==> config.mk <==
export PLATFORM = sky130hd
export DESIGN_NAME = mem_port_arbiter_flat
export DESIGN_NICKNAME = d
export VERILOG_FILES = /design/src/rtl/mem_port_arbiter_if.sv /design/src/rtl/mem_port_arbiter.sv /design/src/flat_wrapper.sv
export SDC_FILE = /design/constraint.sdc
export NUM_CORES = 1
export LEC_CHECK = 0
export ABC_AREA = 1
export CAP_MARGIN = 20
export CORE_AREA = 3 3 124 126
export CTS_BUF_LIST = sky130_fd_sc_hd__clkbuf_4
export CTS_CLUSTER_SIZE = 40
export DETAILED_ROUTE_END_ITERATION = 16
export DIE_AREA = 0 0 127 129
export GPL_TIMING_DRIVEN = 0
export PLACE_DENSITY = 0.87
export SYNTH_ARGS = -nofsm -noshare
export SYNTH_HDL_FRONTEND = slang
export SYNTH_SLANG_ARGS = --single-unit
==> constraint.sdc <==
create_clock -name clk -period 3.7 [get_ports clk]
set_input_delay 0.74 -clock clk [delete_from_list [all_inputs] [get_ports clk]]
set_output_delay 0.74 -clock clk [all_outputs]
set_load 0.005 [all_outputs]
==> src/rtl/mem_port_arbiter_if.sv <==
// Signal bundle between the CPU fetch (I) and load/store (D) ports, the port arbiter,
// and the single-ported unified memory.
interface mem_port_arbiter_if #(
  parameter int unsigned AW = 32
);
  logic          i_req;
  logic [AW-1:0] i_addr;
  logic          i_ack;
  logic          i_err;
  logic [31:0]   i_rdata;
  logic          d_req;
  logic          d_we;
  logic [1:0]    d_size;
  logic [AW-1:0] d_addr;
  logic [31:0]   d_wdata;
  logic          d_ack;
  logic          d_err;
  logic [31:0]   d_rdata;
  logic          m_en;
  logic          m_we;
  logic [AW-1:0] m_addr;
  logic [3:0]    m_wmask;
  logic [31:0]   m_wdata;
  logic [31:0]   m_rdata;
  logic          busy;

  modport slave (
    input  i_req, i_addr, d_req, d_we, d_size, d_addr, d_wdata, m_rdata,
    output i_ack, i_err, i_rdata, d_ack, d_err, d_rdata,
    output m_en, m_we, m_addr, m_wmask, m_wdata, busy
  );

  modport master (
    output i_req, i_addr, d_req, d_we, d_size, d_addr, d_wdata, m_rdata,
    input  i_ack, i_err, i_rdata, d_ack, d_err, d_rdata,
    input  m_en, m_we, m_addr, m_wmask, m_wdata, busy
  );
endinterface

==> src/rtl/mem_port_arbiter.sv <==
// Round-robin arbiter sharing one fixed-latency, single-ported memory between the
// instruction-fetch and load/store ports; illegal accesses are answered without a memory cycle.
module mem_port_arbiter #(
  parameter int unsigned MEM_LAT = 1,
  parameter int unsigned AW      = 32
) (
  input  logic              clk,
  input  logic              rst,
  mem_port_arbiter_if.slave bus
);
  typedef enum logic [1:0] {ST_IDLE, ST_ISSUE, ST_WAIT, ST_RESP} state_t;

  state_t        state, state_nxt;
  logic          last_d;
  logic          grant_d;
  logic          err_q;
  logic [3:0]    cnt;
  logic [AW-1:0] addr_q;
  logic          we_q;
  logic [1:0]    size_q;
  logic [31:0]   wdata_q;
  logic [31:0]   i_rdata_q;
  logic [31:0]   d_rdata_q;

  logic          any_req;
  logic          pick_d;
  logic          i_bad;
  logic          d_bad;
  logic          req_bad;
  logic          take;
  logic          done;

  function automatic logic d_illegal(input logic [1:0] size, input logic [1:0] a);
    case (size)
      2'b00:   return 1'b0;
      2'b01:   return a[0];
      2'b10:   return a != 2'b00;
      default: return 1'b1;
    endcase
  endfunction

  function automatic logic [3:0] lane_mask(input logic [1:0] size, input logic [1:0] a);
    case (size)
      2'b00:   return 4'b0001 << a;
      2'b01:   return 4'b0011 << a;
      default: return 4'b1111;
    endcase
  endfunction

  function automatic logic [31:0] lane_data(input logic [1:0] size, input logic [31:0] wdata);
    case (size)
      2'b00:   return {4{wdata[7:0]}};
      2'b01:   return {2{wdata[15:0]}};
      default: return wdata;
    endcase
  endfunction

  // On a tie the port that did not win last time is granted.
  assign any_req = bus.i_req | bus.d_req;
  assign pick_d  = bus.d_req & (~bus.i_req | ~last_d);
  assign i_bad   = bus.i_addr[1:0] != 2'b00;
  assign d_bad   = d_illegal(bus.d_size, bus.d_addr[1:0]);
  assign req_bad = pick_d ? d_bad : i_bad;
  assign take    = (state == ST_IDLE) & any_req;
  assign done    = (state == ST_WAIT) & (cnt == 4'd1);

  always_ff @(posedge clk) begin
    if (rst) state <= ST_IDLE;
    else     state <= state_nxt;
  end

  always_comb begin
    state_nxt   = state;
    bus.m_en    = 1'b0;
    bus.m_we    = 1'b0;
    bus.m_addr  = '0;
    bus.m_wmask = 4'b0000;
    bus.m_wdata = 32'h0;
    bus.i_ack   = 1'b0;
    bus.i_err   = 1'b0;
    bus.d_ack   = 1'b0;
    bus.d_err   = 1'b0;
    bus.busy    = state != ST_IDLE;
    case (state)
      ST_IDLE: begin
        if (any_req) state_nxt = req_bad ? ST_RESP : ST_ISSUE;
      end
      ST_ISSUE: begin
        state_nxt  = ST_WAIT;
        bus.m_en   = 1'b1;
        bus.m_we   = we_q;
        bus.m_addr = {addr_q[AW-1:2], 2'b00};
        if (we_q) begin
          bus.m_wmask = lane_mask(size_q, addr_q[1:0]);
          bus.m_wdata = lane_data(size_q, wdata_q);
        end
      end
      ST_WAIT: begin
        if (cnt == 4'd1) state_nxt = ST_RESP;
      end
      ST_RESP: begin
        state_nxt = ST_IDLE;
        bus.i_ack = ~grant_d;
        bus.i_err = ~grant_d & err_q;
        bus.d_ack = grant_d;
        bus.d_err = grant_d & err_q;
      end
      default: state_nxt = ST_IDLE;
    endcase
  end

  // Control state; the counter hits its last count in the cycle m_rdata is valid.
  always_ff @(posedge clk) begin
    if (rst) begin
      last_d    <= 1'b1;
      grant_d   <= 1'b0;
      err_q     <= 1'b0;
      cnt       <= 4'd0;
      i_rdata_q <= 32'h0;
      d_rdata_q <= 32'h0;
    end else begin
      if (take) begin
        last_d  <= pick_d;
        grant_d <= pick_d;
        err_q   <= req_bad;
      end
      if (state == ST_ISSUE)     cnt <= 4'(MEM_LAT);
      else if (state == ST_WAIT) cnt <= cnt - 4'd1;
      if (done) begin
        if (grant_d) d_rdata_q <= bus.m_rdata;
        else         i_rdata_q <= bus.m_rdata;
      end
    end
  end

  // Request payload, only observed in ISSUE, so it is not reset.
  always_ff @(posedge clk) begin
    if (take) begin
      addr_q  <= pick_d ? bus.d_addr : bus.i_addr;
      we_q    <= pick_d & bus.d_we;
      size_q  <= pick_d ? bus.d_size : 2'b10;
      wdata_q <= pick_d ? bus.d_wdata : 32'h0;
    end
  end

  assign bus.i_rdata = i_rdata_q;
  assign bus.d_rdata = d_rdata_q;
endmodule

==> src/flat_wrapper.sv <==
// flat-port wrapper written by rule: the top's interface ports become plain ports
module mem_port_arbiter_flat 
#(
  parameter int unsigned MEM_LAT = 1,
  parameter int unsigned AW      = 32
)
  (clk, rst, bus_i_req, bus_i_addr, bus_d_req, bus_d_we, bus_d_size, bus_d_addr, bus_d_wdata, bus_m_rdata, bus_i_ack, bus_i_err, bus_i_rdata, bus_d_ack, bus_d_err, bus_d_rdata, bus_m_en, bus_m_we, bus_m_addr, bus_m_wmask, bus_m_wdata, bus_busy);
  mem_port_arbiter_if #(.AW(AW)) bus_i ();
  input  logic clk;
  input  logic rst;
  input wire logic [$bits(bus_i.i_req)-1:0] bus_i_req;
  input wire logic [$bits(bus_i.i_addr)-1:0] bus_i_addr;
  input wire logic [$bits(bus_i.d_req)-1:0] bus_d_req;
  input wire logic [$bits(bus_i.d_we)-1:0] bus_d_we;
  input wire logic [$bits(bus_i.d_size)-1:0] bus_d_size;
  input wire logic [$bits(bus_i.d_addr)-1:0] bus_d_addr;
  input wire logic [$bits(bus_i.d_wdata)-1:0] bus_d_wdata;
  input wire logic [$bits(bus_i.m_rdata)-1:0] bus_m_rdata;
  output wire logic [$bits(bus_i.i_ack)-1:0] bus_i_ack;
  output wire logic [$bits(bus_i.i_err)-1:0] bus_i_err;
  output wire logic [$bits(bus_i.i_rdata)-1:0] bus_i_rdata;
  output wire logic [$bits(bus_i.d_ack)-1:0] bus_d_ack;
  output wire logic [$bits(bus_i.d_err)-1:0] bus_d_err;
  output wire logic [$bits(bus_i.d_rdata)-1:0] bus_d_rdata;
  output wire logic [$bits(bus_i.m_en)-1:0] bus_m_en;
  output wire logic [$bits(bus_i.m_we)-1:0] bus_m_we;
  output wire logic [$bits(bus_i.m_addr)-1:0] bus_m_addr;
  output wire logic [$bits(bus_i.m_wmask)-1:0] bus_m_wmask;
  output wire logic [$bits(bus_i.m_wdata)-1:0] bus_m_wdata;
  output wire logic [$bits(bus_i.busy)-1:0] bus_busy;
  assign bus_i.i_req = bus_i_req;
  assign bus_i.i_addr = bus_i_addr;
  assign bus_i.d_req = bus_d_req;
  assign bus_i.d_we = bus_d_we;
  assign bus_i.d_size = bus_d_size;
  assign bus_i.d_addr = bus_d_addr;
  assign bus_i.d_wdata = bus_d_wdata;
  assign bus_i.m_rdata = bus_m_rdata;
  assign bus_i_ack = bus_i.i_ack;
  assign bus_i_err = bus_i.i_err;
  assign bus_i_rdata = bus_i.i_rdata;
  assign bus_d_ack = bus_i.d_ack;
  assign bus_d_err = bus_i.d_err;
  assign bus_d_rdata = bus_i.d_rdata;
  assign bus_m_en = bus_i.m_en;
  assign bus_m_we = bus_i.m_we;
  assign bus_m_addr = bus_i.m_addr;
  assign bus_m_wmask = bus_i.m_wmask;
  assign bus_m_wdata = bus_i.m_wdata;
  assign bus_busy = bus_i.busy;
  mem_port_arbiter #(.MEM_LAT(MEM_LAT), .AW(AW)) u_core (.clk(clk), .rst(rst), .bus(bus_i));
endmodule
* After elaboration in Yosys (flattened, before gate mapping)
Index checks and enable logic that the tools add are counted.
Word-level totals: flip-flop bits (word level) 140, bits in latches 0, bits in writable memories 0, bits in read-only memories 0, output and inout bits 139, logic and storage cells 68, memories kept 0
Cells by class: add/sub/neg operators 1, multiply operators 0, divide/modulo/power cells 0, magnitude comparators 0, eq/ne operators 9, shifts and indexed selects 2, multiplexer cells 22, bitwise operators 11, reductions and logical operators 11
Operators with widths (number):
- two-way mux 32 bit | 4
- one-hot mux 32 bit (2 select lines) | 1
- two-way mux 1 bit | 9
- two-way mux 4 bit | 2
- one-hot mux 2 bit (4 select lines) | 1
- one-hot mux 4 bit (2 select lines) | 1
- nonzero test 2 bit | 4
- bitwise AND 1 bit | 6
- == test 2 x 1 -> 1 bit, second input constant | 3
- == test 2 bit, second input constant | 3
- logical NOT 2 bit | 3
- two-way mux 2 bit | 3
- AND reduction 2 bit | 3
- == test 4 x 1 -> 1 bit, second input constant | 1
- left shift 1 x 2 -> 4 bit, first input constant | 1
- left shift 2 x 2 -> 4 bit, first input constant | 1
- subtractor 4 x 1 -> 4 bit, second input constant | 1
- inverter 1 bit | 3
- one-hot mux 1 bit (3 select lines) | 1
- inequality test 2 x 1 -> 1 bit, second input constant | 1
- inequality test 2 bit, second input constant | 1
- bitwise OR 1 bit | 2
- OR reduction 2 bit | 1

* Depth between registers and ports, before layout
word-level depth 7, mapped depth 8, gate-level depth less buffers 8

* Worst setup path after synthesis
Ideal clock, no wire load.
path type input to register, start point in bus_i_req, end point reg u_core.addr_q[0], enable pin, library setup time 0.421 ns, arrival 2.244 ns, slack 1.035 ns, stages on the path 2, cell sequence o21ai_0 -> inv_1
On the way: longest elaborated chain between the ends 2
RTL lines:
- from (decl) | RTL line flat_wrapper.sv:11 | input wire logic [$bits(bus_i.i_req)-1:0] bus_i_req;
- bitwise OR 1 bit | RTL line mem_port_arbiter.sv:59 | assign any_req = bus.i_req | bus.d_req;
- bitwise AND 1 bit | RTL line mem_port_arbiter.sv:64 | assign take = (state == ST_IDLE) & any_req;
- named net u_core.take | RTL line mem_port_arbiter.sv:30 | logic take;
- to (signal assigned) | RTL line mem_port_arbiter.sv:139 | addr_q <= pick_d ? bus.d_addr : bus.i_addr;
- to (decl) | RTL line mem_port_arbiter.sv:18 | logic [AW-1:0] addr_q;
The timed path passes the listed nets, and every way through them passes these cells. A chain may end at the register's enable or synchronous reset.

* Worst setup path in the final report
start point reg u_core.state[1], end point out bus_m_wdata[23]
On the way: longest elaborated chain between the ends 2
RTL lines:
- from (decl) | RTL line mem_port_arbiter.sv:13 | state_t state, state_nxt;
- from (signal assigned) | RTL line mem_port_arbiter.sv:69 | else state <= state_nxt;
- == test 2 x 1 -> 1 bit | RTL line mem_port_arbiter.sv:84 | case (state)
- two-way mux 32 bit | RTL line mem_port_arbiter.sv:84
- to (decl) | RTL line flat_wrapper.sv:29 | output wire logic [$bits(bus_i.m_wdata)-1:0] bus_m_wdata;
Every way passes these cells.

==> metrics.md <==
| Metric | Value |
|---|---|
| Worst-path maximum fanout | `10` |
| Io pins | `approximately 270` |
| Port bufs | `270` |
| Max-slew violations | `0` |
| Clock Skew | `around 0.011 ns` |
| Vias in the first global route | `~5700` |
| CP endpoint kind | `output pin` |
| Min Tclk post-route | `between 3 and 4 ns` |
| Initial Util | `42.6%` |
| Final cell count without fillers | `1254` |
| DP Area | `between 9000 and 10000 µm²` |
| Design area | `~9300 µm²` |
| Synthesized flop and latch total | `140` |
| Complex-gate fraction of the synthesized area | `between 10% and 20%` |
| Die area | `16400 µm²` |
| Mapped cell area | `6150 µm²` |
| Row count | `44` |
| Multi-input logic area | `~2100 µm²` |
| Grt ovf | `0` |
| Initial DRC Count | `390` |
| First-pass detailed-route iteration total | `5` |
| H-Tree Depth | `4` |
| Power per cell area | `496 nW/µm²` |
| Post-DP HPWL | `approximately 14000 µm` |
| Final setup viols | `0` |
| Synthesized area per cell | `around 8 µm²` |
| Setup crit start | `u_core.state[1]$_SDFFE_PP0P_` |
| Reg power frac | `46.9%` |
| Die X | `127 µm` |
| Num CTS Buffers | `17` |
| Final Hold Fails | `0` |
| Root buffer cell | `clkbuf_4` |
| Net total in the final layout | `1197` |
| Clock latency on the worst-skew pair | `0.53 ns` |
| Aggregate global-route resource usage | `roughly 22%` |
| Synth Area in Simple Gates | `between 20% and 30%` |
| Aggregate routed wire length | `about 18000 µm` |
| Logic gate share of total power | `roughly a third` |
| Synth-to-Final Area Change | `52.0%` |
| Post-Synth Adder-Cell Area | `1.22%` |
| Seq/Total Area, Yosys | `a little under three fifths` |
| Worst endpoint data arrival time | `~2.6 ns` |
| Switching pwr | `between 1.5 and 2 mW` |
| Relative slew slack | `a little under three fifths` |
| Worst hold path class | `register to register` |
| Post-Place Cells | `between 1000 and 1500` |
| Setup Crit Path Kind | `register to output pin` |
| TritonCTS clock tree | `done` |
| Clock sinks | `between 100 and 150` |
| Max-Cap Viols | `0` |
| Core outline area | `between 10000 and 15000 µm²` |
| DRC | `0` |
| Static Leak | `3.89 nW` |
| Mux share of post-synthesis cell area | `0%` |
| Largest family of logic cells by synthesized area | `simple AND/OR/NAND/NOR gates` |
| Post-route ant nets | `0` |
| Critical Path Sink | `bus_m_wdata[23]` |
| Fill count | `1220` |
| Routability cong. | `0.845` |
| Reg2Reg Capture Point | `u_core.addr_q[31]$_DFFE_PP_` |
| Fmax | `approximately 300 MHz` |
| Largest net degree at the start of global routing | `37` |
| Clock Tree Buf Depth | `2` |
| Clock Pin Slew Worst Setup and Hold Paths | `about 0.11 ns` |
| Met3 Use GR | `6.56%` |
| Req. time, crit path | `2.96 ns` |
| Initial antenna violation count | `1` |
| Post-cts hold buffer count | `0` |
| Post-Synth XOR/XNOR Area | `0%` |
| Slew at the pin closest to its max-slew limit | `0.661 ns` |
| RR Startpoint | `u_core.state[0]$_SDFFE_PP0P_` |
| Worst Setup Start Kind | `register` |
| Post-route clock period utilization | `between 90% and 100%` |
| FF+latch area | `approximately 3500 µm²` |
| Clock power frac | `19.1%` |
| Cells after Synth | `~770` |
| WL/cell | `about 15 µm` |
| Worst hold start | `u_core.bus.i_rdata[21]$_SDFFE_PP0P_` |
| RSZ-0062 raised after global routing | `false` |
| Distinct cells, synth | `23` |
| R2R Setup Slk | `1.49 ns` |
| Ys Warns | `0` |
| Layout cell share with drive strength beyond 1 | `under 10%` |
| Met2 usage | `around 37%` |
| Final TNS setup | `0 ns` |
| Vias/cell | `between 4 and 5` |
| Switch share | `between 30 and 40%` |
| Gr busiest metal | `met2` |
| Grt met1 use | `24.7%` |
| Cell-internal power | `~3.1 mW` |
| First-pass GRT wire length | `28100 µm` |
| Via count | `about 6000` |
| R2R depth | `5` |
| Status | `completed` |
| Vert. Die Dim | `roughly 130 µm` |
| Peak VDD IR | `approximately 0.00023 V` |
-- power by group through the flow --
stage / Combinational, mW / Clock [mW] / Sequential [mW]
floorplan: 0.750 / 0 / 2.19
global placement: 1.51 / 0 / 2.22
detailed placement: 1.58 / 0 / 2.21
CTS: 1.59 / 0.911 / 2.17
global route: 1.75 / 0.972 / 2.21
finish: 1.58 / 0.886 / 2.18
-- worst min-delay path by stage --
stage,endpoint,cells past startpoint
final,u_core.bus.i_rdata[21]$_SDFFE_PP0P_,2
after floorplan,u_core.last_d$_SDFFE_PP1P_,2
after global routing,u_core.bus.i_rdata[26]$_SDFFE_PP0P_,2
after CTS,u_core.bus.i_rdata[26]$_SDFFE_PP0P_,2
after detailed placement,u_core.bus.i_rdata[26]$_SDFFE_PP0P_,2
after global placement,u_core.bus.i_rdata[7]$_SDFFE_PP0P_,2
-- synthesized netlist by cell type, drive strengths merged --
cell type | number | area [µm²]
nand2 | 279 | 1060
inv | 96 | 360
a21oi | 89 | 445
dfxtp | 73 | 1460
edfxtp | 67 | 2010
nor2 | 65 | 244
o21ai | 24 | 120
buf | 23 | 141
clkbuf | 20 | 75.1
o22ai | 8 | 50.1
ha | 6 | 75.1
nor3 | 6 | 52.6
nand3 | 5 | 25.0
nand4 | 2 | 12.5
a211oi | 1 | 7.51
clkinv | 1 | 3.75
conb | 1 | 3.75
-- worst max-delay path, cell delays in order, from the launching register on --
cell	delay, ns
dfxtp_1	0.34
inv_1	0.10
ha_2	0.29
nand2_1	0.18
inv_2	0.16
buf_2	0.22
o21ai_0	0.13
a21oi_1	0.15
clkdlybuf4s50_1	0.52
-- metal layers --
metal  part of all wire (%)  wire (µm)  vias up
met4                    4.3        795        0
met1                     38       7000     2671
li1                       -          -     2988
met3                    7.4       1350       58
met5                      0          0        -
met2                     50       9170      284
-- layout by cell type (no fill, tap or decap), types with 2 or more instances in the layout --
cell,netlist,layout
inv_1,94,92
inv_2,2,4
clkinv_1,1,2
a21oi_1,89,89
clkbuf_4,0,19
nand2_1,274,274
nand4_1,2,2
o21ai_0,24,24
buf_6,3,3
conb_1,1,2
dfxtp_1,73,73
buf_2,11,11
nor2_1,65,65
inv_4,0,3
clkdlybuf4s50_1,0,270
nand2_2,5,5
buf_4,5,5
buf_1,4,4
ha_1,6,5
nor3_4,2,2
clkinv_2,0,6
o22ai_1,8,8
nor3_1,4,4
nand3_1,5,5
clkbuf_1,20,19
edfxtp_1,67,67
-- cell type report --
cell class / count / share of cell area [%]
timing repair buffer: 271 / 29.1
clock buffer: 19 / 1.53
buffer: 42 / 2.28
sequential: 140 / 37.2
multi-input combinational: 487 / 22.5
antenna: 1 / 0.0268
tap: 184 / 2.46
clock inverter: 13 / 1.06
inverter: 97 / 3.89
-- logic make-up (layout without fill, tap and decap cells) --
| kind of cell | Yosys count | in the layout |
|---|---|---|
| and+or+nand+nor | 357 | 357 |
| DFF | 140 | 140 |
| buffers and inverters | 140 | 442 |
| AOI/OAI and AO/OA | 122 | 122 |
| adders and majority gates | 6 | 6 |
| other | 1 | 3 |
-- registers in the layout (all words and copies together), names as in the netlist --
name and cells:
u_core.grant_d 1, u_core.bus.i_rdata 32, u_core.last_d 1, u_core.err_q 1, u_core.size_q 2, u_core.wdata_q 32, u_core.we_q 1, u_core.cnt 4
u_core.addr_q 32, u_core.bus.d_rdata 32, u_core.state 2
-- per-stage QoR --
stage,hold WS (ns),util (%),worst slack [ns],power (mW)
detailed placement,0.454,63.1,0.621,3.79
CTS,0.471,64.8,0.106,4.67
floorplan,0.442,-,1.04,2.94
finish,0.470,64.8,0.340,4.64
global placement,0.451,63.0,-0.0115,3.74
global route,0.490,64.8,0.0611,4.93
-- repair_timing --
item	4_1_cts	5_1_grt
cloned	0	0
gates resized for setup	0	2
setup buffers	0	0
setup endpoints to repair	2	9
hold endpoints to repair	0	0
No activity file was read; power rests on OpenSTA's default activity.
